==> src/rtl/hazard_fwd_ctrl.sv <==
// hazard_fwd_ctrl
// Producer-side hazard control for a 4-stage RISC pipeline (IF, DOF, EX, WB).
// Keeps a copy of the EX-stage destination (DA/RW/LD) and compares it with the
// DOF-stage source addresses. It drives:
//   - the HA/HB Bus_D' forwarding selects,
//   - stall, bubble and flush,
//   - a saturating counter of stall cycles.
// WB is never a hazard because the register file is write-first.
// Build option: define HAZARD_FWD_EN to enable forwarding (then only load-use
// stalls). Without it, every EX RAW stalls for one cycle and HA/HB stay 0.
module hazard_fwd_ctrl #(
   parameter int REG_AW = 5,
   parameter int CNT_W  = 16
) (
   input  logic              clk,
   input  logic              reset,
   input  logic              valid_dof,
   input  logic [REG_AW-1:0] AA,
   input  logic [REG_AW-1:0] BA,
   input  logic              MA,
   input  logic              MB,
   input  logic [REG_AW-1:0] DA,
   input  logic              RW,
   input  logic              LD,
   input  logic              br_taken,
   output logic              HA,
   output logic              HB,
   output logic              stall,
   output logic              bubble,
   output logic              flush,
   output logic [CNT_W-1:0]  stall_cnt
);

   typedef enum logic [1:0] {
      ST_RUN   = 2'd0,
      ST_STALL = 2'd1,
      ST_FLUSH = 2'd2
   } state_t;

   state_t              state_reg;
   logic [REG_AW-1:0]   da_ex_reg;
   logic                rw_ex_reg;
   logic                ld_ex_reg;
   logic [CNT_W-1:0]    stall_cnt_reg;

   logic                valid_eff;
   logic                br_eff;
   logic                m_a;
   logic                m_b;
   logic                load_use;
   logic                stall_int;
   logic                bubble_int;

   // The DOF instruction only counts when it is live.
   // It is dead while reset is asserted, and dead after a taken branch
   // (the FLUSH cycle).
   assign valid_eff = valid_dof & ~reset & (state_reg != ST_FLUSH);
   assign br_eff    = br_taken & ~reset;

   // RAW match against the instruction in EX. R0 is constant zero, so it never
   // matches. A source that is muxed from PC_1 or IM reads no register.
   assign m_a = valid_eff & ~MA & rw_ex_reg & (da_ex_reg == AA) & (AA != '0);
   assign m_b = valid_eff & ~MB & rw_ex_reg & (da_ex_reg == BA) & (BA != '0);

`ifdef HAZARD_FWD_EN
   // ALU results are forwarded from Bus_D'.
   // A load result only exists in WB, so a load-use match must stall instead.
   assign HA       = m_a & ~ld_ex_reg;
   assign HB       = m_b & ~ld_ex_reg;
   assign load_use = (m_a | m_b) & ld_ex_reg;
`else
   // No forwarding path. Every EX RAW waits one cycle, and the value is then
   // read through the write-first register file.
   logic ld_ex_unused;
   assign ld_ex_unused = ld_ex_reg;
   assign HA           = 1'b0;
   assign HB           = 1'b0;
   assign load_use     = m_a | m_b;
`endif

   // A taken branch wins over a stall.
   // The stalled instruction is on the wrong path anyway.
   assign stall_int  = load_use & ~br_eff;
   assign bubble_int = stall_int | br_eff;

   assign stall     = stall_int;
   assign bubble    = bubble_int;
   assign flush     = br_eff;
   assign stall_cnt = stall_cnt_reg;

   // EX-stage destination copy and saturating stall counter.
   always_ff @(posedge clk) begin
      if (reset) begin
         da_ex_reg     <= '0;
         rw_ex_reg     <= 1'b0;
         ld_ex_reg     <= 1'b0;
         stall_cnt_reg <= '0;
      end else begin
         da_ex_reg <= DA;
         if (bubble_int) begin
            rw_ex_reg <= 1'b0;
            ld_ex_reg <= 1'b0;
         end else begin
            rw_ex_reg <= RW & valid_eff;
            ld_ex_reg <= LD & valid_eff;
         end
         if (stall_int && (stall_cnt_reg != {CNT_W{1'b1}})) begin
            stall_cnt_reg <= stall_cnt_reg + {{(CNT_W-1){1'b0}}, 1'b1};
         end
      end
   end

   // Pipeline control state.
   // STALL and FLUSH each last exactly one cycle, because the bubble they
   // insert into EX clears any match.
   always_ff @(posedge clk) begin
      if (reset) begin
         state_reg <= ST_RUN;
      end else begin
         case (state_reg)
            ST_RUN: begin
               if (br_eff) begin
                  state_reg <= ST_FLUSH;
               end else if (stall_int) begin
                  state_reg <= ST_STALL;
               end else begin
                  state_reg <= ST_RUN;
               end
            end
            ST_STALL: state_reg <= ST_RUN;
            ST_FLUSH: state_reg <= ST_RUN;
            default:  state_reg <= ST_RUN;
         endcase
      end
   end

   // A stall is never more than one cycle long.
   // A second stall while already in STALL means the bubble did not clear EX.
   a_single_stall: assert property (@(posedge clk) disable iff (reset)
      !((state_reg == ST_STALL) && stall_int));

endmodule
==> config.mk <==
export PLATFORM = sky130hd
export DESIGN_NAME = hazard_fwd_ctrl
export DESIGN_NICKNAME = d
export VERILOG_FILES = /design/src/rtl/hazard_fwd_ctrl.sv
export SDC_FILE = /design/constraint.sdc
export NUM_CORES = 1
export LEC_CHECK = 0
export BUFFER_PORTS_ARGS = -buffer_cell sky130_fd_sc_hd__buf_2
export CAP_MARGIN = 20
export CELL_PAD_IN_SITES_DETAIL_PLACEMENT = 0
export CELL_PAD_IN_SITES_GLOBAL_PLACEMENT = 1
export CORE_MARGIN = 10
export CORE_UTILIZATION = 25
export CTS_CLUSTER_DIAMETER = 150
export DETAILED_ROUTE_END_ITERATION = 7
export PLACE_DENSITY = 0.61
export SYNTH_ARGS = -nofsm -noshare
export SYNTH_HDL_FRONTEND = slang
export SYNTH_SLANG_ARGS = --single-unit
==> constraint.sdc <==
create_clock -name clk -period 2.1 [get_ports clk]
set_input_delay 0.105 -clock clk [delete_from_list [all_inputs] [get_ports clk]]
set_output_delay 0.105 -clock clk [all_outputs]
set_load 0.1 [all_outputs]
* After elaboration in Yosys (flattened, before gate mapping)
Index checks and enable logic that the tools add are counted.
Storage, ports and cells: output and inout port bits 21, flip-flop bits (word level) 24, word-level logic and storage cells 39, input bits 23
Operators by class: bitwise operators 20, reduce and logical (&&, ||, !) cells 7, add/sub/neg operators 1, multiplexer cells 2, equal/unequal tests 4
Operators with widths (count):
- $add 16x1->16 const B | 1
- $ne 16x16->1 const B | 1
- $and 1x1->1 | 13
- $eq 5x5->1 | 2
- $reduce_bool 5->1 | 2
- $not 1->1 | 5
- $reduce_or 2->1 | 2
- $reduce_or 3->1 | 1
- $logic_not 2->1 | 1
- $mux 2 | 1
- $ne 2x2->1 const B | 1
- $or 1x1->1 | 2
- $logic_and 1x1->1 | 1
- $mux 1 | 1

* Depth between registers and ports, before layout
depth after elaboration 11, depth in mapped cells 9, gate-level depth less buffers 7

* Worst setup path before layout
Ideal clock, no wire load.
kind register -> register, start reg da_ex_reg[1], end reg rw_ex_reg, arrival time 3298 ps, setup time 246 ps, path buffers 0, period minus slack after synthesis 3543 ps, path slack -1443 ps, data required time 1854 ps, stages on the path, launching flop included 7, cells stage by stage dfxtp_1 -> xnor2_1 -> nand2_1 -> nor4b_2 -> nor2_1 -> o31ai_1 -> nor3_1
On the way: word-level cells in the longest chain between the ends 7, elaborated cells between the ends (all ways) 10
Ends and longest elaborated chain:
- start, declared | RTL line 41 | logic [REG_AW-1:0] da_ex_reg;
- start signal, assigned | RTL line 94 | da_ex_reg <= '0;
- start signal, assigned | RTL line 99 | da_ex_reg <= DA;
- $eq 5x5->1, on equally long branches | RTL line 62, 63
- $and 1x1->1, on equally long branches (2 in a row) | RTL line 62, 63
- $or 1x1->1 * | RTL line 78 | assign load_use = m_a | m_b;
- $and 1x1->1 * | RTL line 83 | assign stall_int = load_use & ~br_eff;
- $or 1x1->1 * | RTL line 84 | assign bubble_int = stall_int | br_eff;
- net bubble | RTL line 29 | output logic bubble,
- $reduce_or 2->1 (no line) *
- end signal, assigned | RTL line 104 | rw_ex_reg <= RW & valid_eff;
- end, declared | RTL line 42 | logic rw_ex_reg;
Mark *: on every way through the listed nets, which the timed path passes. The rest lies on a longest branch. A chain may end at the register's enable or synchronous reset.

* Worst setup path in the final report
start reg da_ex_reg[1], end out bubble
On the way: word-level cells in the longest chain between the ends 6, elaborated cells between the ends (all ways) 9
Ends and longest elaborated chain (RTL line):
- $eq 5x5->1, on equally long branches | 62, 63
- $and 1x1->1, on equally long branches (2 in a row) | 62, 63
- $or 1x1->1 * | 78
- $and 1x1->1 * | 83
- $or 1x1->1 * | 84
- end, declared | 29
Mark *: on every way between the ends. The rest lies on a longest branch, timed or not.

==> impl_metrics.py <==
metrics = {
    "status": {
        "status": "finished clean",
    },
    "synth": {
        "synth_compound_area_frac": 0.138,
        "ys_seq_area_frac": 0.378,
        "yosysWarningCount": 0,
        "synth_area_leaders": "dfxtp_1 (38%), xor2_1 (4.8%), or3_1 (4.4%)",
        "synth_fa_ha_area_frac": 0.00984,
        "synth_top_family_by_area": "simple AND/OR/NAND/NOR gates",
        "yosys.area_share.simple": 0.331,
        "synth_top_area_frac": 0.378,
        "syn_inst": 151,
        "synthFlopType": "dfxtp_1",
        "async_flop_share": 0,
        "synth_top_area_cell": "dfxtp_1",
        "ys_ff_latch": 24,
        "synth_cell_types": 37,
        "synth.avg_cell_area_sq_um": 8.42,
        "synth_area_sq_um": 1270,
        "synth_edf_count": 0,
        "synth_mux_area_frac": 0.0285,
        "synth_xor_area_frac": 0.0620,
    },
    "critical_path": {
        "worstPathMaxFanout": 4,
        "path_buf_inv": 1,
        "path_delay_family": "simple AND/OR/NAND/NOR gates",
        "crit_chain": "xnor2_1 -> nand2_1 -> nor4b_4 -> nor2_2 -> o31ai_4 -> buf_6",
        "crit_start": "da_ex_reg[1]$_SDFF_PP0_",
        "critPathSlowestCell": "nor4b_4",
        "crit_type": "flop to primary output",
        "reg2reg_from": "stall_cnt[0]$_SDFFE_PP0P_",
        "crit_required_ns": 2.00,
        "slowest_delay_ns": 0.36,
        "critPathLaunchType": "flop",
        "worstPathArrival_ns": 1.86,
        "end_kind": "primary output",
    },
    "timing": {
        "maxSlewViolCount": 0,
        "rsz0062_at_grt": "no",
        "finClkSkew_ns": 0.00440,
        "tns_ns": 0,
        "fin_crit_ns": 1.96,
        "hold_violations": 0,
        "finalSetupViolCount": 0,
        "fmax_mhz": 509,
        "setup_slack_ns": 0.137,
        "final.period_utilization": 0.935,
    },
    "grt": {
        "grt_max_degree": 25,
        "antenna_found_initial": 0,
        "grt_use_total": 0.0866,
        "grt_pass1_wl_mm": 6.01,
        "grt_pass1_vias": 1253,
        "gr-total-overflow": 0,
    },
    "floorplan": {
        "die-area_sq_um": 8340,
        "start_util": 0.264,
        "core-area_sq_um": 4820,
        "fp.dieW_um": 91.3,
        "ioPinCount": 44,
        "rows": 25,
        "fp.dieH_um": 91.3,
    },
    "clock_tree": {
        "root_buffer": "clkbuf_8",
        "clkLatencyLatePin_ns": 0.27,
        "cts_buffer_depth": 2,
        "ctsHtreeMaxLevel": 1,
        "cts_buffers": 3,
        "cts.sinks": 24,
        "postCtsHoldBufs": 0,
        "cts_tree": "built",
        "clkTransAtPathRegs_ns": 0.08,
    },
    "route": {
        "route.vias.total": 1242,
        "first_pass_iters": 4,
        "avgRoutedWirePerCell_um": 13.8,
        "routed_wl_mm": 3.62,
        "routed_via_density": 4.74,
        "antenna_left": 0,
        "drt_iter0_drc": 63,
        "drc": 0,
    },
    "min_path": {
        "min-delay-start": "DA[0]",
        "hold_class": "primary input to flop",
    },
    "layout": {
        "fin_cells": 262,
        "layout-drive-gt1-share": 0.395,
        "nNetsFinal": 220,
        "n_antenna_cell": 0,
        "syn_to_final_growth_pct": 33.5,
        "largest_reg_flops": 16,
    },
    "placement": {
        "dp_cells": 258,
        "gp_congestion": 0.814,
        "port_buffers": 40,
        "place_ws_ns": 0.114,
        "dpl.hpwl_mm": 2.89,
    },
    "pwr": {
        "peakVddDrop_mv": 0.308,
        "leakagePower_nw": 0.677,
        "cellPowerDensity_nw_per_um2": 528,
        "p_total_w": 0.000896,
    },
    "run": {
        "drv_cap": 0,
    },
}
final timing paths:
kind	slack, ns	to	depth (start not counted)
max reg2reg	0.14	stall_cnt[5]$_SDFFE_PP0P_	8
min	0.05	da_ex_reg[0]$_SDFF_PP0_	2
min reg2reg	0.47	state_reg[1]$_SDFF_PP0_	1
max	0.14	bubble	6
cells in the final DEF, fill, tap and decap left out, types with 2 or more instances in the layout:
cell type,synthesis,routed
nor4_1,2,2
nand2_1,8,7
conb_1,1,2
dfxtp_4,0,2
or4_1,4,4
nor2b_1,8,8
nand3_1,5,5
dfxtp_1,24,8
and2_1,3,3
nor3_1,5,4
o21ai_1,8,9
dfxtp_2,0,14
xnor2_1,2,2
nand4_1,6,6
inv_1,5,5
clkbuf_8,0,4
and3_1,3,2
buf_2,0,38
a21oi_1,11,11
and4_1,3,3
or3_1,9,9
nand2b_1,2,2
xor2_1,7,7
buf_4,2,6
nor2_1,11,9
o31ai_1,4,3
Yosys cell counts, types with 5 or more instances:
library cell  count
nand2_1           8
a21oi_1          11
nand3_1           5
nor3_1            5
or3_1             9
nor2_1           11
inv_1             5
dfxtp_1          24
nand4_1           6
xor2_1            7
nor2b_1           8
o21ai_1           8
per-layer routing:
metal	track usage	up-vias	part of all wire
li1	-	633	-
met1	0.103	572	0.47
met2	0.140	35	0.45
met3	0.0370	2	0.067
met4	0.0222	0	0.0058
met5	0	-	0
final cells by class:
| cell class | count | area, sq um |
|---|---|---|
| multi-input combinational | 117 | 787 |
| inverter | 5 | 18.8 |
| fill | 520 | 3120 |
| sequential | 24 | 505 |
| clock buffer | 4 | 55.1 |
| tap | 67 | 83.8 |
| timing repair buffer | 45 | 246 |
where the power goes:
group	total [W]	internal, W	switching [W]
sequential	0.000464	0.000459	0.00000550
combinational	0.000114	0.0000396	0.0000744
clock	0.000318	0.000168	0.000151
total	0.000896	0.000666	0.000231
worst register-to-register path, stage by stage, from the launching register on:
cell	delay (ns)
dfxtp_4	0.36
ha_1	0.20
and2_1	0.17
and2_1	0.19
nand2_2	0.10
o221ai_4	0.14
buf_4	0.19
or4_1	0.40
a21oi_1	0.15
cells by family after synthesis:
family	Yosys count
simple gates	73
compound gates	29
flops	24
buf+inv	11
xor+xnor	9
mux	3
fa+ha+maj	1
other cells	1
per-stage QoR:
step	hold slack (ns)	util	cell area [sq um]
6_report	0.0477	0.352	1700
5_1_grt	0.0427	0.352	1700
4_1_cts	0.0409	0.344	1660
3_5_place_dp	0.326	0.332	1600
3_3_place_gp	0.323	0.332	1600
2_1_floorplan	0.225	-	1320
repair_timing:
action,4_1_cts,5_1_grt
gates resized for setup,2,8
buffers inserted,0,0
pin swaps,0,1
endpoints found under the setup margin,2,7
(Power assumes the default switching activity.)
